$ cat src/rtl/button_stepper_pkg.sv
// rtl/button_stepper_pkg.sv - shared state encoding and direction constants for the button stepper
package button_stepper_pkg;

    typedef enum logic [1:0] {
        ST_IDLE   = 2'd0,
        ST_DELAY  = 2'd1,
        ST_REPEAT = 2'd2,
        ST_LOCKED = 2'd3
    } step_state_e;

    localparam logic DIR_LEFT  = 1'b0;
    localparam logic DIR_RIGHT = 1'b1;

endpackage

$ cat src/rtl/button_debounce.sv
// rtl/button_debounce.sv - two-flop synchroniser plus stability counter producing a clean button level
module button_debounce #(
    parameter int DEBOUNCE_CNT = 500000,
    parameter int CNT_WIDTH    = 26
) (
    input  logic clk_i,
    input  logic rst_ni,
    input  logic btn_i,
    output logic lvl_o
);

    localparam logic [CNT_WIDTH-1:0] CNT_LAST = CNT_WIDTH'(DEBOUNCE_CNT - 1);

    logic [1:0]           sync_q;
    logic [CNT_WIDTH-1:0] cnt_q;
    logic                 lvl_q;

    always_ff @(posedge clk_i or negedge rst_ni) begin
        if (!rst_ni) begin
            sync_q <= 2'b00;
            cnt_q  <= '0;
            lvl_q  <= 1'b0;
        end else begin
            sync_q <= {sync_q[0], btn_i};
            // Any cycle agreeing with the current level restarts the stability count.
            if (sync_q[1] == lvl_q) begin
                cnt_q <= '0;
            end else if (cnt_q >= CNT_LAST) begin
                cnt_q <= '0;
                lvl_q <= sync_q[1];
            end else begin
                cnt_q <= cnt_q + 1'b1;
            end
        end
    end

    assign lvl_o = lvl_q;

endmodule

$ cat src/rtl/button_stepper.sv
// rtl/button_stepper.sv - debounced hold-to-repeat step strobe generator for the LED ruler
module button_stepper
    import button_stepper_pkg::*;
#(
    parameter int DEBOUNCE_CNT = 500000,
    parameter int REPEAT_DELAY = 25000000,
    parameter int REPEAT_RATE  = 5000000,
    parameter int CNT_WIDTH    = 26
) (
    input  logic clk_i,
    input  logic rst_ni,
    input  logic btn_left_i,
    input  logic btn_right_i,
    output logic stb_o,
    output logic dir_o,
    output logic busy_o
);

    localparam logic [CNT_WIDTH-1:0] DELAY_LAST = CNT_WIDTH'(REPEAT_DELAY - 1);
    localparam logic [CNT_WIDTH-1:0] RATE_LAST  = CNT_WIDTH'(REPEAT_RATE - 1);

    logic lvl_l;
    logic lvl_r;

    button_debounce #(
        .DEBOUNCE_CNT(DEBOUNCE_CNT),
        .CNT_WIDTH   (CNT_WIDTH)
    ) u_deb_left (
        .clk_i (clk_i),
        .rst_ni(rst_ni),
        .btn_i (btn_left_i),
        .lvl_o (lvl_l)
    );

    button_debounce #(
        .DEBOUNCE_CNT(DEBOUNCE_CNT),
        .CNT_WIDTH   (CNT_WIDTH)
    ) u_deb_right (
        .clk_i (clk_i),
        .rst_ni(rst_ni),
        .btn_i (btn_right_i),
        .lvl_o (lvl_r)
    );

    step_state_e          state_q, state_d;
    logic [CNT_WIDTH-1:0] cnt_q, cnt_d;
    logic                 stb_q, stb_d;
    logic                 dir_q, dir_d;
    logic                 active_lvl;
    logic                 other_lvl;
    logic [CNT_WIDTH-1:0] cnt_limit;

    always_ff @(posedge clk_i or negedge rst_ni) begin
        if (!rst_ni) begin
            state_q <= ST_IDLE;
            cnt_q   <= '0;
            stb_q   <= 1'b0;
            dir_q   <= DIR_RIGHT;
        end else begin
            state_q <= state_d;
            cnt_q   <= cnt_d;
            stb_q   <= stb_d;
            dir_q   <= dir_d;
        end
    end

    always_comb begin
        state_d    = state_q;
        cnt_d      = cnt_q;
        stb_d      = 1'b0;
        dir_d      = dir_q;
        active_lvl = (dir_q == DIR_RIGHT) ? lvl_r : lvl_l;
        other_lvl  = (dir_q == DIR_RIGHT) ? lvl_l : lvl_r;
        cnt_limit  = (state_q == ST_DELAY) ? DELAY_LAST : RATE_LAST;

        case (state_q)
            ST_IDLE: begin
                if (lvl_l && lvl_r) begin
                    state_d = ST_LOCKED;
                end else if (lvl_l || lvl_r) begin
                    state_d = ST_DELAY;
                    stb_d   = 1'b1;
                    dir_d   = lvl_r ? DIR_RIGHT : DIR_LEFT;
                    cnt_d   = '0;
                end
            end
            ST_DELAY, ST_REPEAT: begin
                // The other button locks out stepping even if the active one lets go this cycle.
                if (other_lvl) begin
                    state_d = ST_LOCKED;
                end else if (!active_lvl) begin
                    state_d = ST_IDLE;
                end else if ((cnt_q >= cnt_limit) && !stb_q) begin
                    // Holding off while stb_q is high keeps strobes at least two cycles apart.
                    state_d = ST_REPEAT;
                    stb_d   = 1'b1;
                    cnt_d   = '0;
                end else begin
                    cnt_d = cnt_q + 1'b1;
                end
            end
            ST_LOCKED: begin
                if (!lvl_l && !lvl_r) begin
                    state_d = ST_IDLE;
                end
            end
            default: begin
                state_d = ST_IDLE;
            end
        endcase
    end

    assign stb_o  = stb_q;
    assign dir_o  = dir_q;
    assign busy_o = lvl_l | lvl_r;

endmodule

$ cat config.mk
export PLATFORM = sky130hd
export DESIGN_NAME = button_stepper
export DESIGN_NICKNAME = d
export VERILOG_FILES = /design/src/rtl/button_stepper_pkg.sv /design/src/rtl/button_debounce.sv /design/src/rtl/button_stepper.sv
export SDC_FILE = /design/constraint.sdc
export NUM_CORES = 1
export LEC_CHECK = 0
export CAP_MARGIN = 20
export CORE_MARGIN = 8
export CORE_UTILIZATION = 50
export DETAILED_ROUTE_END_ITERATION = 6
export MAX_ROUTING_LAYER = met4
export PLACE_DENSITY = 0.66
export SYNTH_ARGS = -nofsm -noshare
export SYNTH_HDL_FRONTEND = slang
export SYNTH_HIERARCHICAL = 1
export SYNTH_SLANG_ARGS = --single-unit
$ cat constraint.sdc
create_clock -name clk_i -period 6.6 [get_ports clk_i]
set_input_delay 0.99 -clock clk_i [delete_from_list [all_inputs] [get_ports clk_i]]
set_output_delay 0.99 -clock clk_i [all_outputs]
set_load 0.02 [all_outputs]
Word level (Yosys, flattened, before mapping)
Index checks and enable logic that the tools add are counted.

Equal/unequal tests: 12. Muxes and demuxes: 27. Magnitude comparators: 3. $add $sub $neg: 3. Bitwise gates (word level): 4. Reductions and logical operators: 15.

Operators by type and width (number): $mux 26 (9); $add 26x1->26 const B (3); $ge 26x19->1 const B (2); $pmux 26 s2 (1); $ge 26x25->1 (1); $mux 25 (1); $mux 2 (6); $ne 2x2->1 const B (5); $mux 1 (8); $pmux 2 s3 (1); $reduce_and 3->1 (2); $reduce_and 5->1 (1); $eq 2x2->1 const B (2); $ne 4x4->1 const B (1); $reduce_and 2->1 (2); $logic_and 1x1->1 (3); $logic_not 1->1 (3); $ne 3x3->1 const B (1); $not 1->1 (3); $eq 1x1->1 (2); $eq 2x1->1 const B (1); $logic_not 2->1 (1); $pmux 1 s2 (1); $reduce_bool 2->1 (1); 3 further kinds (3).

Register bits after elaboration: 88. Output and inout bits: 3. Bits of input ports: 4. Logic and storage cells: 74.

Depth between registers and ports, before layout
Gate-level depths: netlist (run 1).

Depth in word-level cells: 8. Gate-level depth with buffers: 11. Mapped depth without buffers: 10.

By module
Netlist (run 1), hierarchy kept.

Modules (own cells, without submodules): button_debounce (cells each 121, area an instance 1306.3 sq um, instances 2, sequential area each 725.7 sq um); button_stepper (cells each 220, area an instance 2010.7 sq um, instances 1, sequential area each 752.0 sq um).

Worst setup path after synthesis (run 1)
Ideal clock, no wire load.

Kind: register -> register. Start: register state_q[1]. End: register, netlist name cnt_q[7]. Cell stages (with the launch flop): 12. Arrival time: 2.470 ns. Setup time: 0.126 ns. Clock period less this slack: 2.596 ns. Required time: 6.474 ns. Slack: 4.004 ns. Path buffers: 1. Path through: dfrtp_1 > inv_1 > ha_1 > inv_1 > ha_1 > or4bb_1 > o21ai_1 > o32a_1 > o31a_1 > buf_6 > nor3_1 > a311o_1.

RTL lines: start, declared (line button_stepper.sv:45) `step_state_e state_q, state_d;`; start signal, assigned (line button_stepper.sv:60) `state_q <= state_d;`.

==> results.toml, run 1 <==
[sta]
tns_ps = 0
max_slew_margin_pct = 41.3
tightest_slew_ps = 881
grt_setup_unrepaired = "false"
fin_skew_ps = 15.0
setup_viol = 0
fmax_mhz = 336
slew_viol_final = 0
finalCriticalPeriod_ps = 2970
fin_crit_sh_pct = 45.0
hold_violations = 0

[finish]
area_delta_synth_final_pct = 8.99
fin_nets = 504
fin_area_um2 = 5040
drive_gt1_share_pct = 8.21
fillers = 830
fin_util_pct = 55.3
mostFrequentLayoutCells = "87 x dfrtp_1, 64 x nor2_1, 31 x xnor2_1"
final_common_cell = "dfrtp_1"
antenna_cells = 0

[power]
vdd_drop_max_v = 0.000128
p_leak_nw = 2.03
power.density_nw_per_um2 = 274

[synth]
synthCells = 462
async_flop_share_pct = 100
synth_area_um2 = 4620
yosys_warnings = 6
synth_edf_count = 0
synth_area_per_cell_um2 = 10.0
ys.flop_type = "dfrtp_1"
yosysSeqAreaShare_pct = 47.7
ys_types = 63
synth-seq-cells = 88

[placed_design]
place_area_um2 = 4820
dp_hpwl_um = 5880
gp_congestion = 0.864
port_buffers = 6

[clocking]
cts_hold_buf = 0
cts_tree = "yes"
cts_num_sinks = 88
cts_buffer_depth = 2
post_cts_buffers = 0
clock_latency_ps = 360
cts-htree-levels = 3
root_buffer = "clkbuf_8"
clk_pin_slew_ps = 100
cts_made_buffers = 9
cts_resized = 0

[critical_path]
path_class = "flip-flop to flip-flop"
crit_required_ps = 6850
endpoint_kind = "flip-flop"
r2r_slack_ps = 3630
worstPathCellList = "inv_1 > ha_1 > inv_1 > ha_1 > or4bb_1 > o21ai_1 > o32a_1 > o31a_1 > nor3_1 > a311o_1"
critical_path_arrival_ps = 3220
startpoint_type = "flip-flop"
critPathSlowestCell = "or4bb_1"
critPathMaxStageDelay_ps = 420
crit_fanout = 11

[routing]
via_per_inst = 5.67
dr.pass1.iters = 4
wire_per_inst_um = 14.4
antenna_left = 0
num_vias = 3393
drt_wl_total_um = 8640
drt-initial-drc-count = 195
drc = 0

[floorplanning]
dieArea_um2 = 12600
die_w_um = 112
start_util_pct = 50.8
ios = 7
row_count = 35
core_um2 = 9110
die_y_um = 112

[global_routing]
track_usage_pct = 15.5
grt_max_degree = 61
grt_pass1_wl_um = 15700
first_global_vias = 3455
antenna_found_initial = 0
grt_overflow = 0

[run]
maxCapViolCount = 0

[hold_path]
hold_class = "flip-flop to flip-flop"

[status]
status = "complete, no violations"
## area by class of cell
type / count / area, µm² / share of cell area, %
clock inverters: 5 / 81.3 / 1.61
clock buffers: 11 / 131 / 2.61
multi-input cells: 352 / 2320 / 46.1
inverters: 23 / 86.3 / 1.71
repair buffers: 8 / 72.6 / 1.44
flip-flops and latches: 88 / 2200 / 43.7
well taps: 111 / 139 / 2.76
## per-stage QoR
step	worst slack (ps)	total power, mW	hold WS (ps)	cells
2_1_floorplan	4000	0.896	331	474
3_3_place_gp	3670	0.972	346	581
3_5_place_dp	3510	0.983	337	581
4_1_cts	3500	1.39	356	597
5_1_grt	3500	1.47	377	598
6_report	3630	1.38	353	598
## cells by family after synthesis
family                   count (synthesis)  share of synthesized area [%]
AO/OA/AOI/OAI                           69                           11.4
XOR/XNOR                                41                           7.77
adder cells (fa/ha/maj)                 18                           4.87
buffers and inverters                   34                           3.03
flip-flops                              88                           47.7
multiplexers                             9                           2.03
other                                    2                          0.162
AND/OR/NAND/NOR                        201                           23.1
## report_power, final
| group | internal, mW | switching (mW) | leakage, nW |
|---|---|---|---|
| sequential | 0.576 | 0.0375 | 1.16 |
| combinational | 0.140 | 0.223 | 0.761 |
| clock | 0.214 | 0.191 | 0.104 |
| total | 0.930 | 0.452 | 2.03 |
## synthesized netlist by cell type, types with 3 or more instances
master,number,area (µm²)
dfrtp_1,87,2180
nor2_1,64,240
xnor2_1,31,272
nand2_1,28,105
inv_1,23,86.3
nand4_1,21,131
nor3_1,21,105
nand3_1,20,100
ha_1,18,225
a21oi_1,12,60.1
xor2_1,10,87.6
o21ai_0,9,45.0
mux2i_1,6,60.1
or3_1,6,37.5
nor4_1,5,31.3
a311o_1,4,40.0
a31o_2,4,35.0
and2_1,4,25.0
buf_1,4,15.0
buf_2,4,20.0
nand4_2,4,50.1
o2111ai_1,4,35.0
o211ai_1,4,30.0
o31ai_1,4,30.0
a21o_1,3,22.5
and4_1,3,26.3
mux2_2,3,33.8
nand2b_1,3,18.8
o31a_1,3,26.3
## path summary, 6_finish.rpt
| path | start | end | cells past startpoint |
|---|---|---|---|
| hold / removal | u_deb_right/sync_q[0] | u_deb_right/sync_q[1] | 0 |
| setup reg to reg | state_q[1] | cnt_q[5] | 10 |
| setup / recovery | state_q[1] | cnt_q[5] | 10 |
| min in group asynchronous | rst_ni | cnt_q[14] | 1 |
| hold reg to reg | u_deb_right/sync_q[0] | u_deb_right/sync_q[1] | 0 |
| max in group asynchronous | rst_ni | u_deb_right/lvl_o | 2 |
## routing by layer
metal  track usage [%]  share of wire [%]  vias up
met5                 -                  0        -
met3              2.20                2.6       15
met1              18.9                 49     1649
met2              25.1                 47       42
met4              6.74                1.9        0
li1                  -                  -     1687
## critical path: cells and delay by family, from the launching register on
family | cells | cell delay [ps]
AO/OA/AOI/OAI | 4 | 1200
AND/OR/NAND/NOR | 2 | 520
adder cells (fa/ha/maj) | 2 | 510
flip-flops | 1 | 400
buffers and inverters | 2 | 240
## registers in the layout (all words and copies together) (netlist names), 2 cells and up
name and cells:
cnt_q 26, u_deb_left/sync_q 2, state_q 2, u_deb_left/cnt_q 26
u_deb_right/cnt_q 26, u_deb_right/sync_q 2
(Power assumes the default switching activity.)
==> inputs of run 2 (changes only) <==
==> constraint.sdc (replaced) <==
create_clock -name clk_i -period 3.1 [get_ports clk_i]
set_input_delay 0.465 -clock clk_i [delete_from_list [all_inputs] [get_ports clk_i]]
set_output_delay 0.465 -clock clk_i [all_outputs]
set_load 0.02 [all_outputs]
==> run 2 against run 1 <==
Net effect:
- worst setup slack got worse by 3400 ps
- register-to-register slack got worse by 3400 ps
- routed wire length decreased by 0.68%
- hold slack got worse by 310 ps
- critical path type unchanged
- critical endpoint is now cnt_q[7]
==> results.toml, run 2 (synthesis results as in run 1) <==
[sta]
fin_skew_ps = 6.17
grt_setup_unrepaired = "false"
slew_viol_final = 0
tns_ps = 0
setup_slack_ps = 194
hold_violations = 0
hold_ws_ps = 39.8
tightest_slew_ps = 869
setup_viol = 0
fin_crit_sh_pct = 93.7
fmax_mhz = 344
max_slew_margin_pct = 42.1
finalCriticalPeriod_ps = 2910

[clocking]
clock_latency_ps = 360
post_cts_buffers = 0
cts-htree-levels = 3
cts_num_sinks = 88
clk_pin_slew_ps = 90
cts_made_buffers = 9
root_buffer = "clkbuf_8"
cts_buffer_depth = 2
cts_resized = 0
cts_tree = "yes"
cts_hold_buf = 0

[power]
p_leak_nw = 2.03
finalPower_mw = 2.85
power.density_nw_per_um2 = 567
vdd_drop_max_v = 0.000287

[placed_design]
place_area_um2 = 4850
post-place-ws_ps = 73.6
dp_hpwl_um = 6070
port_buffers = 6
gp_congestion = 0.821

[floorplanning]
ios = 7
die_w_um = 112
dieArea_um2 = 12600
start_util_pct = 50.8
core_um2 = 9110
row_count = 35
die_y_um = 112

[critical_path]
timing.rr.start = "state_q[1]"
crit_family = "compound AO/OA/AOI/OAI gates"
endpoint_kind = "flip-flop"
critPathSlowestCell = "or4bb_1"
cp_num_buf_inv = 2
r2r_slack_ps = 190
crit_required_ps = 3350
r2r-end = "cnt_q[7]"
rr_worst_depth = 10
critical_path_arrival_ps = 3150
crit_fanout = 6
startpoint_type = "flip-flop"
critPathMaxStageDelay_ps = 420
path_class = "flip-flop to flip-flop"
worstPathCellList = "inv_1 > ha_1 > inv_1 > ha_1 > or4bb_1 > o21ai_1 > o32a_1 > o31a_1 > nor3_1 > a311o_1"

[routing]
antenna_left = 0
drc = 0
drt_wl_total_um = 8580
wire_per_inst_um = 14.3
drt-initial-drc-count = 152
num_vias = 3380
via_per_inst = 5.62
dr.pass1.iters = 4

[status]
status = "complete, no violations"

[hold_path]
hold_class = "input port to asynchronous set/reset pin"

[finish]
fin_nets = 508
mostFrequentLayoutCells = "87 x dfrtp_1, 64 x nor2_1, 31 x xnor2_1"
antenna_cells = 0
fillers = 827
reg_top3 = "cnt_q x26, u_deb_left/cnt_q x26, u_deb_right/cnt_q x26"
fin_area_um2 = 5030
final_common_cell = "dfrtp_1"
drive_gt1_share_pct = 9.18
area_delta_synth_final_pct = 8.82

[global_routing]
grt_overflow = 0
track_usage_pct = 15.2
grt_max_degree = 36
antenna_found_initial = 0
first_global_vias = 3373
grt_pass1_wl_um = 15600

[run]
maxCapViolCount = 0
run 2: metal layers:
metal	vias up	track usage (%)	share of wire (%)
li1	1701	-	-
met3	9	3.86	3.8
met5	-	-	0
met4	0	4.59	1.2
met2	49	24.1	47
met1	1621	18.9	48
run 2: worst max-delay path by stage:
stage,end,slack (ps),cells past startpoint,from
global route,cnt_q[7],20,10,state_q[1]
finish,cnt_q[7],190,10,state_q[1]
detailed placement,cnt_q[25],70,9,state_q[1]
global placement,cnt_q[25],220,9,state_q[1]
floorplan,cnt_q[7],500,11,state_q[1]
CTS,cnt_q[25],70,9,state_q[1]
run 2: through the flow:
| stage | cells | util [%] |
|---|---|---|
| global route | 601 | 55.2 |
| detailed placement | 585 | 53.2 |
| floorplan | 474 | - |
| global placement | 585 | 53.2 |
| finish | 601 | 55.2 |
| CTS | 600 | 55.2 |
run 2: cell type report:
cell class                      count  area [µm²]  area share, %
Clock inverter                      6        51.3           1.02
Tap cell                          111         139           2.76
Multi-Input combinational cell    352        2320           46.2
Inverter                           23        86.3           1.72
Sequential cell                    88        2200           43.8
Timing Repair Buffer               12         103           2.04
Clock buffer                        9         124           2.46
run 2: power by group:
group | total [mW] | internal, mW | leakage [nW] | switching, mW
Sequential | 1.31 | 1.23 | 1.16 | 0.0832
Combinational | 0.813 | 0.323 | 0.779 | 0.490
Clock | 0.730 | 0.299 | 0.0871 | 0.431
Total | 2.85 | 1.85 | 2.03 | 1.00
